$ cat config.mk
export PLATFORM = sky130hd
export DESIGN_NAME = circ_alloc_queue
export DESIGN_NICKNAME = d
export VERILOG_FILES = /design/src/rtl/circ_alloc_queue.sv
export SDC_FILE = /design/constraint.sdc
export NUM_CORES = 1
export LEC_CHECK = 0
export BUFFER_PORTS_ARGS = -buffer_cell sky130_fd_sc_hd__buf_2
export CORE_MARGIN = 8
export CORE_UTILIZATION = 60
export CTS_CLUSTER_SIZE = 16
export DETAILED_ROUTE_END_ITERATION = 12
export HOLD_SLACK_MARGIN = 0.1
export PLACE_DENSITY = 0.85
export SLEW_MARGIN = 20
export SYNTH_ARGS = -nofsm -noshare
export SYNTH_HDL_FRONTEND = slang
export SYNTH_SLANG_ARGS = --single-unit
$ cat constraint.sdc
create_clock -name clk -period 5.2 [get_ports clk]
set_input_delay 0.52 -clock clk [delete_from_list [all_inputs] [get_ports clk]]
set_output_delay 0.52 -clock clk [all_outputs]
set_load 0.05 [all_outputs]
$ cat src/rtl/circ_alloc_queue.sv
// rtl/circ_alloc_queue.sv - circular allocate/complete/retire tracker
// Registered head/tail/count with per-entry valid/done; payload lives outside.
module circ_alloc_queue #(
  parameter int DEPTH    = 8,
  parameter int ALLOC_W  = 2,
  parameter int CMPL_W   = 2,
  parameter int RETIRE_W = 2,
  parameter int IDX_W    = $clog2(DEPTH)
) (
  input  logic                         clk,
  input  logic                         rst_n,
  input  logic [ALLOC_W-1:0]           alloc_req,
  output logic [ALLOC_W-1:0]           alloc_gnt,
  output logic [ALLOC_W*IDX_W-1:0]     alloc_idx,
  input  logic [CMPL_W-1:0]            cmpl_vld,
  input  logic [CMPL_W*IDX_W-1:0]      cmpl_idx,
  input  logic                         retire_en,
  output logic [RETIRE_W-1:0]          retire_vld,
  output logic [RETIRE_W*IDX_W-1:0]    retire_idx,
  input  logic                         flush,
  output logic [DEPTH-1:0]             occupied,
  output logic [IDX_W:0]               count,
  output logic                         full,
  output logic                         empty
);

  localparam logic [IDX_W:0] DEPTH_C = (IDX_W+1)'(DEPTH);
  localparam logic [IDX_W:0] ONE_C   = (IDX_W+1)'(1);

  logic [IDX_W-1:0] head, tail;
  logic [DEPTH-1:0] valid, done;
  logic [DEPTH-1:0] valid_nxt, done_nxt;

  logic [ALLOC_W-1:0] req_run;
  logic [IDX_W:0]     n_req, n_gnt, n_ret, free_slots;
  logic               grant_ok;

  assign occupied   = valid;
  assign full       = (count == DEPTH_C);
  assign empty      = (count == '0);
  assign free_slots = DEPTH_C - count;

  // Only the unbroken run of requests from bit 0 counts.
  always_comb begin
    logic run;
    run     = 1'b1;
    n_req   = '0;
    req_run = '0;
    for (int k = 0; k < ALLOC_W; k++) begin
      run        = run & alloc_req[k];
      req_run[k] = run;
      if (run) n_req = n_req + ONE_C;
    end
  end

  assign grant_ok  = (n_req <= free_slots) && !flush;
  assign alloc_gnt = grant_ok ? req_run : '0;
  assign n_gnt     = grant_ok ? n_req : '0;

  always_comb begin
    for (int k = 0; k < ALLOC_W; k++)
      alloc_idx[k*IDX_W +: IDX_W] = tail + IDX_W'(k);
  end

  // Retire looks only at registered done, giving one cycle complete-to-retire.
  always_comb begin
    logic             ok;
    logic [IDX_W-1:0] ri;
    ok         = retire_en && !flush;
    n_ret      = '0;
    retire_vld = '0;
    retire_idx = '0;
    for (int k = 0; k < RETIRE_W; k++) begin
      ri                           = head + IDX_W'(k);
      retire_idx[k*IDX_W +: IDX_W] = ri;
      ok                           = ok & valid[ri] & done[ri];
      retire_vld[k]                = ok;
      if (ok) n_ret = n_ret + ONE_C;
    end
  end

  always_comb begin
    valid_nxt = valid;
    done_nxt  = done;
    for (int p = 0; p < CMPL_W; p++) begin
      if (cmpl_vld[p] && valid[cmpl_idx[p*IDX_W +: IDX_W]])
        done_nxt[cmpl_idx[p*IDX_W +: IDX_W]] = 1'b1;
    end
    for (int k = 0; k < ALLOC_W; k++) begin
      if (alloc_gnt[k]) begin
        valid_nxt[alloc_idx[k*IDX_W +: IDX_W]] = 1'b1;
        done_nxt[alloc_idx[k*IDX_W +: IDX_W]]  = 1'b0;
      end
    end
    for (int k = 0; k < RETIRE_W; k++) begin
      if (retire_vld[k]) begin
        valid_nxt[retire_idx[k*IDX_W +: IDX_W]] = 1'b0;
        done_nxt[retire_idx[k*IDX_W +: IDX_W]]  = 1'b0;
      end
    end
    if (flush) begin
      valid_nxt = '0;
      done_nxt  = '0;
    end
  end

  always_ff @(posedge clk or negedge rst_n) begin
    if (!rst_n) begin
      head  <= '0;
      tail  <= '0;
      count <= '0;
      valid <= '0;
      done  <= '0;
    end else begin
      valid <= valid_nxt;
      done  <= done_nxt;
      if (flush) begin
        head  <= '0;
        tail  <= '0;
        count <= '0;
      end else begin
        head  <= head + n_ret[IDX_W-1:0];
        tail  <= tail + n_gnt[IDX_W-1:0];
        count <= count + n_gnt - n_ret;
      end
    end
  end

endmodule

==> results of run 1 <==
sequential cells by signal, indices dropped and copies added (netlist names):
register and count:
tail 3, head 3, done 8, count 4, occupied 8
worst reg2reg max path, stage by stage (launching register included):
cell and delay [ps]:
dfrtp_1 940, ha_1 380, xnor2_4 150, inv_1 130, o211ai_1 110, o211ai_1 260
a211oi_1 390, ha_1 280, fa_1 440, inv_1 110, ha_1 230, a21o_1 150
a21oi_1 170, xnor2_1 140, nor2_1 50
area by class of cell:
type / count / area share [%]
multi-input cells: 194 / 60.2
flip-flops and latches: 26 / 24.0
inverters: 21 / 2.91
repair buffers: 43 / 7.95
clock buffers: 3 / 1.52
clock inverters: 1 / 1.11
well taps: 50 / 2.31
worst paths after layout:
kind / to / slack (ps) / from
worst max register to register: count[3] / 1160 / head[0]
worst min register to register: occupied[6] / 700 / occupied[6]
worst min-delay path: tail[0] / 240 / rst_n
max in group asynchronous: done[4] / 4570 / rst_n
worst max-delay path: count[3] / 1160 / head[0]
min in group clk: tail[2] / 670 / flush
metal layers:
layer | vias up | GRT usage, %
li1 | 1010 | -
met1 | 1033 | 26.8
met2 | 105 | 36.4
met3 | 23 | 2.93
met4 | 0 | 12.0
met5 | - | 0
placed cells by master, fill, tap and decap left out, types with 2 or more instances in the layout:
cell type  synthesis  layout
mux2i_1           19      19
o211ai_1           4       4
nand4_1            2       2
inv_1             20      20
nor3_1            10      10
o21ba_2            4       4
buf_2              2      43
nor4_1             2       2
and3_1             2       2
a41o_1             3       3
o21bai_1           4       4
dfrtp_1           26      26
a221oi_1           4       4
a211oi_1          12      12
a21oi_1            7       7
nor2_1            19      19
xor2_1             3       3
nor3b_1            2       2
and2_1             6       6
a2111oi_4          2       2
nand3_1            7       7
clkbuf_8           0       3
nand3b_1           2       2
nor2b_1           13      13
a2111oi_2          5       5
ha_1              14      14
fa_1               4       4
nand2b_1           3       3
xnor2_1            4       4
mux4_2             3       3
a31o_2             2       2
o2bb2ai_1          2       2
o21ai_0            2       2
nand2_1           14      14
power by group through the flow:
stage	Clock [mW]	Combinational [mW]	Sequential, mW
finish	0.173	0.319	0.240
global route	0.182	0.346	0.242
CTS	0.174	0.320	0.240
floorplan	0	0.206	0.282
global placement	0	0.305	0.243
detailed placement	0	0.318	0.243
cell families (layout without fill, tap and decap cells):
family | after synthesis | count (layout) | synth area share, %
buffers and inverters | 31 | 68 | 6.71
AND/OR/NAND/NOR | 85 | 85 | 18.3
AO/OA/AOI/OAI | 61 | 61 | 23.8
adder cells (fa/ha/maj) | 18 | 18 | 10.4
multiplexers | 22 | 22 | 10.5
flip-flops | 26 | 26 | 26.6
XOR/XNOR | 8 | 8 | 3.64
==> results_dict.tcl, run 1 <==
set metrics [dict create \
    cts_resized 0 \
    cts_max_level 1 \
    dp_cells 334 \
    p_leak_nw 1.16 \
    nFillCells 328 \
    fin_area_sq_mm 0.00271 \
    power.internal_mw 0.421 \
    ir_worst_vdd_mv 0.313 \
    clk_latency_ps 280 \
    start_util_pct 61.5 \
    yosysMostFrequentCell "dfrtp_1" \
    hp-class "in2async" \
    vias 2171 \
    cts_tree "built" \
    drive_above_1_share_pct 24.3 \
    path_max_fanout 24 \
    coreArea_sq_mm 0.00397 \
    finalNetCount 321 \
    cts_sinks 26 \
    clockBufferDepth 2 \
    die_h_microns 79.8 \
    yosys.area.top_type "dfrtp_1" \
    route.met2.wl_microns 3150 \
    wl_per_cell_microns 20.1 \
    slowest_stage "dfrtp_1" \
    synth_edf_count 0 \
    total_power_mw 0.732 \
    avgSynthCellArea_sq_um 9.74 \
    grt.overflow.total 0 \
    io_buffers 43 \
    die_area_sq_mm 0.00637 \
    cpMostUsedCell "ha_1" \
    placed_cell_area_sq_mm 0.00264 \
    setup_viol 0 \
    top_layer_used "met4" \
    timing.final.max_slew_violations 0 \
    holdWs_ps 235 \
    synth_ff_type "dfrtp_1" \
    worst_slack_ps 1160 \
    pwr-share-comb_pct 43.5 \
    synth_top_area_share_pct 26.6 \
    grt_pass1_vias 2289 \
    viasPerCell 6.42 \
    root_buffer "clkbuf_8" \
    switchingPower_mw 0.311 \
    dp_hpwl_microns 5140 \
    post-route-period-util_pct 77.7 \
    cp_cell_sequence "ha_1, xnor2_4, inv_1, o211ai_1, o211ai_1, a211oi_1, ha_1, fa_1, inv_1, ha_1, a21o_1, a21oi_1, xnor2_1, nor2_1" \
    cts_buffers 3 \
    place_ws_ps 1210 \
    hold_violations 0 \
    clk_pin_slew_worst_paths_ps 100 \
    grt_pass1_wl_microns 11100 \
    async_flop_share_pct 100 \
    route.detailed.drc 0 \
    synth_cell_types 50 \
    critPathTopFamily "adder cells" \
    startpoint_type "flop" \
    ctsHoldBuffers 0 \
    rows 23 \
    slew_headroom_pct 40.8 \
    period_needed_ps 4040 \
    power.density_mw_per_mm2 270 \
    fp.dieW_microns 79.8 \
    critPathBufInv 2 \
    rsz0062_at_grt "no" \
    p_clk_share_pct 23.6 \
    io_pins 44 \
    seq_power_share_pct 32.8 \
    antenna_cells 0 \
    critPathCaptureType "flop" \
    grtUsageTotal_pct 21.9 \
    swShare_pct 42.5 \
    worstPathRequired_ps 5350 \
    cp.depth 14 \
    drt_wl_total_microns 6800 \
    drt-met1-wl_microns 2900 \
    antenna_left 0 \
    multiInputGateArea_sq_mm 0.00163 \
    regArea_sq_um 651 \
    cts_setup_buffers 0 \
    final_util_pct 68.2 \
    drt_first_pass_iters 4 \
    drt_iter0_drc 177 \
    antenna_found_initial 0 \
    tightest_slew_ps 887 \
    synthTopCellsByArea "dfrtp_1 27%, mux2i_1 7.8%, ha_1 7.2%, a211oi_1 3.7%, nor2b_1 3.3%" \
    yosysWarnings 0 \
    fin_cells 338 \
    setup_tns_ps 0 \
    cap_viol_max_count 0 \
    seq_area_frac_synth_pct 26.6 \
    critPathArrivalTime_ps 4190 \
    met3_length_microns 486 \
    reg2reg_depth 14 \
    critPathKind "reg2reg" \
    slowest_delay_ps 940 \
    netlist_instances 251 \
    synth_common_cells "26 x dfrtp_1, 20 x inv_1, 19 x mux2i_1, 19 x nor2_1" \
    gp_congestion 0.963 \
    status "finished clean" \
    ys_ff_latch 26 \
    synth_nets 283 \
    max_freq_mhz 247 \
    fin_skew_ps 5.52 \
    syn_area_sq_mm 0.00244 \
    grt_max_degree 27 \
    area_growth_pct 10.8 \
]
(Power assumes the default switching activity.)
==> run 2: changes to the inputs <==
--- a/config.mk
+++ b/config.mk
@@ -5,13 +5,14 @@
 export SDC_FILE = /design/constraint.sdc
 export NUM_CORES = 1
 export LEC_CHECK = 0
+export ABC_AREA = 1
 export BUFFER_PORTS_ARGS = -buffer_cell sky130_fd_sc_hd__buf_2
 export CORE_MARGIN = 8
-export CORE_UTILIZATION = 60
+export CORE_UTILIZATION = 57
 export CTS_CLUSTER_SIZE = 16
 export DETAILED_ROUTE_END_ITERATION = 12
 export HOLD_SLACK_MARGIN = 0.1
-export PLACE_DENSITY = 0.85
+export PLACE_DENSITY = 0.81
 export SLEW_MARGIN = 20
 export SYNTH_ARGS = -nofsm -noshare
 export SYNTH_HDL_FRONTEND = slang
==> constraint.sdc (replaced) <==
create_clock -name clk -period 3.75 [get_ports clk]
set_input_delay 0.375 -clock clk [delete_from_list [all_inputs] [get_ports clk]]
set_output_delay 0.375 -clock clk [all_outputs]
set_load 0.05 [all_outputs]
==> results_dict.tcl, run 2 <==
set metrics [dict create \
    synth_ff_type "dfrtp_1" \
    synthTopCellsByArea "dfrtp_1 25%, nand2_1 18%, inv_1 11%, nor2_1 10%, nand3_1 6.8%" \
    fp.dieW_microns 84.0 \
    synth_edf_count 0 \
    p_clk_share_pct 18.0 \
    rows 24 \
    ir_worst_vdd_mv 0.437 \
    swShare_pct 46.4 \
    switchingPower_mw 0.417 \
    syn_area_sq_mm 0.00264 \
    start_util_pct 59.8 \
    critPathKind "reg2reg" \
    nFillCells 421 \
    reg2reg_to "count[3]" \
    reg2reg_depth 17 \
    cp_cell_sequence "inv_1, ha_1, inv_1, ha_1, a21oi_1, nor2_1, nand2_1, nand2_2, nor2_4, inv_1, fa_1, inv_1, ha_1, a21o_1, a21oi_1, o21ai_0, a21oi_1" \
    startpoint_type "flop" \
    drt_first_pass_iters 5 \
    synth_top_family_by_area "simple AND/OR/NAND/NOR gates" \
    slowest_delay_ps 510 \
    ctsHoldBuffers 0 \
    pwr-share-comb_pct 46.1 \
    post-route-period-util_pct 90.7 \
    gp_congestion 0.930 \
    power.density_mw_per_mm2 309 \
    cpMostUsedCell "inv_1" \
    layout_commonest_cell "nand2_1" \
    synthMuxAreaShare_pct 0 \
    cts_max_level 1 \
    async_flop_share_pct 100 \
    synth_common_cells "130 x nand2_1, 74 x inv_1, 73 x nor2_1, 36 x nand3_1, 26 x dfrtp_1" \
    cts_tree "built" \
    synth-xor-area-share_pct 0.948 \
    worst_slack_ps 348 \
    cts_sinks 26 \
    drt_iter0_drc 182 \
    synth_compound_area_share_pct 4.08 \
    regArea_sq_um 651 \
    critPathArrivalTime_ps 3600 \
    io_pins 44 \
    drive_above_1_share_pct 14.3 \
    hold_violations 0 \
    status "finished clean" \
    place_ws_ps 379 \
    r2r_slack_ps 350 \
    grt_pass1_vias 2605 \
    setup_tns_ps 0 \
    die_area_sq_mm 0.00706 \
    multiInputGateArea_sq_mm 0.00162 \
    slowest_stage "fa_1" \
    power.internal_mw 0.482 \
    cap_viol_max_count 0 \
    clk_latency_ps 270 \
    route.detailed.drc 0 \
    antenna_cells 0 \
    yosysMostFrequentCell "nand2_1" \
    slew_headroom_pct 58.6 \
    p_leak_nw 1.65 \
    antenna_left 0 \
    fin_skew_ps 5.24 \
    yosys.area.top_type "dfrtp_1" \
    ys_ff_latch 26 \
    timing.final.max_slew_violations 0 \
    cts_buffers 3 \
    rsz0062_at_grt "no" \
    final_cell_mix "130 x nand2_1, 74 x inv_1, 72 x nor2_1, 43 x buf_2, 36 x nand3_1" \
    vias 2785 \
    drt_wl_total_microns 7080 \
    viasPerCell 5.26 \
    seq_power_share_pct 36.0 \
    dp_hpwl_microns 5600 \
    synthAdderAreaFrac_pct 9.67 \
    rr_startpoint "count[0]" \
    clockBufferDepth 2 \
    seq_area_frac_synth_pct 24.7 \
    yosysWarnings 0 \
    netlist_instances 442 \
    setup_viol 0 \
    tightest_slew_ps 622 \
    max_freq_mhz 294 \
    critPathCaptureType "flop" \
    worstPathRequired_ps 3950 \
    cts_setup_buffers 0 \
    area_growth_pct 10.4 \
    coreArea_sq_mm 0.00441 \
    wl_per_cell_microns 13.4 \
    io_buffers 43 \
    synth_nets 474 \
    synth_simple_gate_area_share_pct 46.4 \
    grt.overflow.total 0 \
    grtUsageTotal_pct 19.8 \
    period_needed_ps 3400 \
    cts_resized 0 \
    avgSynthCellArea_sq_um 5.97 \
    synth_top_area_share_pct 24.7 \
    hp-class "in2async" \
    clk_pin_slew_worst_paths_ps 90 \
    finalNetCount 511 \
    grt_max_degree 27 \
    die_h_microns 84.0 \
    path_max_fanout 8 \
    root_buffer "clkbuf_8" \
    synth_cell_types 29 \
    grt_pass1_wl_microns 12000 \
    antenna_found_initial 0 \
]
==> run 2: area by class of cell <==
class                           instances  area share, %
Clock buffer                            3           1.42
Inverter                               81           10.4
Multi-Input combinational cell        322           55.7
Sequential cell                        26           22.3
Tap cell                               52           2.23
Timing Repair Buffer                   45           7.90
==> run 2: cell families (layout without fill, tap and decap cells) <==
| logic type | count (synthesis) | after routing |
|---|---|---|
| flops | 26 | 26 |
| fa+ha+maj | 18 | 18 |
| simple gates | 282 | 282 |
| compound gates | 20 | 20 |
| buf+inv | 94 | 129 |
| xor+xnor | 2 | 2 |
==> run 2: worst max-delay path: cells and delay by family (launching register included) <==
family | cells | cell delay, ps
adders and majority gates | 4 | 1360
and+or+nand+nor | 4 | 540
AOI/OAI and AO/OA | 5 | 730
buffers and inverters | 4 | 300
DFF | 1 | 400
==> run 2: per-layer routing <==
metal,wire length [microns],vias up,track usage [%]
met3,411,8,3.32
met1,3220,1226,24.7
met2,3360,111,33.8
met5,0,-,0
met4,91,0,5.49
li1,-,1440,-
==> run 2: power groups by stage <==
| stage | Combinational (mW) | Sequential [mW] | Clock (mW) |
|---|---|---|---|
| after floorplan | 0.256 | 0.384 | 0 |
| after global placement | 0.401 | 0.329 | 0 |
| after detailed placement | 0.413 | 0.329 | 0 |
| after CTS | 0.414 | 0.323 | 0.165 |
| after global routing | 0.455 | 0.327 | 0.173 |
| final | 0.414 | 0.323 | 0.162 |
==> run 2: stage by stage <==
| stage | cells | power [mW] | hold slack, ps | utilization [%] | cell area (sq um) |
|---|---|---|---|---|---|
| global route | 529 | 0.955 | 147 | 66.0 | 2910 |
| floorplan | 442 | 0.639 | 79.4 | - | 2650 |
| CTS | 529 | 0.902 | 125 | 66.0 | 2910 |
| finish | 529 | 0.899 | 105 | 66.0 | 2910 |
| global placement | 526 | 0.730 | 424 | 65.1 | 2870 |
| detailed placement | 526 | 0.742 | 425 | 65.1 | 2870 |
==> run 2: worst max path at each step <==
stage,start,endpoint,slack (ps),cells after the start
2_1_floorplan,count[1],count[3],10,17
3_3_place_gp,count[0],count[3],560,17
3_5_place_dp,count[0],count[3],380,17
4_1_cts,count[0],count[3],370,17
5_1_grt,count[1],count[3],150,17
6_report,count[0],count[3],350,17
==> run 3: changes to the inputs <==
--- a/config.mk
+++ b/config.mk
@@ -7,12 +7,12 @@
 export LEC_CHECK = 0
 export ABC_AREA = 1
 export BUFFER_PORTS_ARGS = -buffer_cell sky130_fd_sc_hd__buf_2
-export CORE_MARGIN = 8
-export CORE_UTILIZATION = 57
+export CORE_MARGIN = 2
+export CORE_UTILIZATION = 52
 export CTS_CLUSTER_SIZE = 16
 export DETAILED_ROUTE_END_ITERATION = 12
 export HOLD_SLACK_MARGIN = 0.1
-export PLACE_DENSITY = 0.81
+export PLACE_DENSITY = 0.78
 export SLEW_MARGIN = 20
 export SYNTH_ARGS = -nofsm -noshare
 export SYNTH_HDL_FRONTEND = slang
==> constraint.sdc (replaced) <==
create_clock -name clk -period 2.9 [get_ports clk]
set_input_delay 0.29 -clock clk [delete_from_list [all_inputs] [get_ports clk]]
set_output_delay 0.29 -clock clk [all_outputs]
set_load 0.05 [all_outputs]
==> results_dict.tcl, run 3 (synthesis results as in run 2) <==
set metrics [dict create \
    clk_latency_ps 270 \
    dp_hpwl_microns 5670 \
    route.detailed.drc 0 \
    p_leak_nw 1.81 \
    hold_violations 0 \
    rsz0062_at_grt "yes" \
    cap_viol_max_count 0 \
    crit_start "count[1]" \
    vias 2967 \
    cts_buffers 3 \
    ir_worst_vdd_mv 0.322 \
    coreArea_sq_mm 0.00482 \
    drive_above_1_share_pct 26.2 \
    clk_pin_slew_worst_paths_ps 100 \
    place_ws_ps -84.0 \
    drt_iter0_drc 443 \
    timing.final.max_slew_violations 0 \
    cts_max_level 1 \
    grt_pass1_vias 2739 \
    path_max_fanout 5 \
    cts_tree "built" \
    io_pins 44 \
    die_h_microns 75.2 \
    critPathKind "reg2reg" \
    area_growth_pct 27.0 \
    slew_headroom_pct 58.1 \
    status "finished with violations" \
    post-route-period-util_pct 103 \
    fin_skew_ps 4.55 \
    start_util_pct 54.8 \
    slowest_stage "fa_2" \
    finalNetCount 541 \
    worstPathRequired_ps 3110 \
    setup_viol 3 \
    startpoint_type "flop" \
    wl_per_cell_microns 13.4 \
    antenna_cells 0 \
    antenna_found_initial 0 \
    rows 25 \
    placed_cell_area_sq_mm 0.00309 \
    fp.dieW_microns 75.2 \
    clockBufferDepth 2 \
    viasPerCell 5.16 \
    grtUsageTotal_pct 29.1 \
    tightest_slew_ps 629 \
    io_buffers 43 \
    cp_cell_sequence "inv_4, ha_4, inv_2, ha_4, a21oi_1, nor2_2, nand2_2, nand2_4, nor2_4, inv_4, fa_1, inv_2, buf_6, fa_2, inv_2, nor2_1" \
    critPathCaptureType "flop" \
    period_needed_ps 2990 \
    violations "setup timing" \
    grt_pass1_wl_microns 12700 \
    die_area_sq_mm 0.00566 \
    critPathArrivalTime_ps 3200 \
    rr_startpoint "count[1]" \
    layout_commonest_cell "nand2_1" \
    drt_wl_total_microns 7720 \
    cpMostUsedCell "inv_2" \
    root_buffer "clkbuf_8" \
    power.density_mw_per_mm2 404 \
    slowest_delay_ps 560 \
    worst_slack_ps -88.4 \
    fin_area_sq_mm 0.00335 \
    antenna_left 0 \
    gp_congestion 0.990 \
    cts_sinks 26 \
    min_from "flush" \
    grt_max_degree 27 \
    max_freq_mhz 335 \
    grt.overflow.total 0 \
    final_cell_mix "125 x nand2_1, 66 x nor2_1, 65 x inv_1, 44 x buf_2, 36 x nand3_1" \
    hp-class "in2reg" \
    drt_first_pass_iters 5 \
]
-- run 3: cell type report --
type                    instances  area (sq um)
clock buffers                   3          41.3
repair buffers                 75           470
inverters                      81           319
well taps                      67          83.8
flip-flops and latches         26           657
multi-input cells             322          1750
fillers                       440          1470
clock inverters                 1          30.0
-- run 3: per-layer routing --
layer | vias up | wire length (microns) | track usage [%]
met5 | - | 0 | 0
met4 | 0 | 83 | 5.26
met3 | 10 | 483 | 4.02
met2 | 124 | 3560 | 47.8
met1 | 1337 | 3600 | 41.6
li1 | 1496 | - | -
-- run 3: timing repair --
action,CTS,global route
endpoints found under the setup margin,1,3
endpoints found under the hold margin,26,0
cloned,1,0
resized for setup,8,15
buffers inserted,10,4
pin swaps,12,11
hold buffers,1,0
-- run 3: power breakdown --
group          internal (mW)  total, mW  switching [mW]
clock                  0.185      0.309           0.124
combinational          0.195      0.622           0.427
sequential             0.388      0.422          0.0344
-- run 3: stage by stage --
| step | util [%] | hold slack [ps] | power, mW | setup TNS, ps | std cells |
|---|---|---|---|---|---|
| after global routing | 69.6 | 363 | 1.44 | -581 | 575 |
| after detailed placement | 64.2 | 339 | 1.01 | -84.0 | 555 |
| after floorplan | - | -5.59 | 0.859 | -1030 | 442 |
| after CTS | 68.1 | 350 | 1.33 | -7.84 | 571 |
| after global placement | 64.2 | 333 | 0.995 | 0 | 555 |
| final | 69.6 | 357 | 1.35 | -170 | 575 |
-- run 3: final timing paths --
| path | endpoint | slack [ps] | cells after the start |
|---|---|---|---|
| worst max-delay path | count[1] | -90 | 16 |
| worst min-delay path | head[0] | 360 | 3 |
| worst max register to register | count[1] | -90 | 16 |
| worst min register to register | done[2] | 670 | 4 |
| max in group asynchronous | count[0] | 1880 | 2 |
| min in group asynchronous | done[2] | 560 | 2 |
-- run 3: worst max-delay path, delay by kind of cell, from the launching register on --
family	cells	cell delay (ps)
DFF	1	430
adders and majority gates	4	1470
buffers and inverters	6	400
and+or+nand+nor	5	430
AOI/OAI and AO/OA	1	190
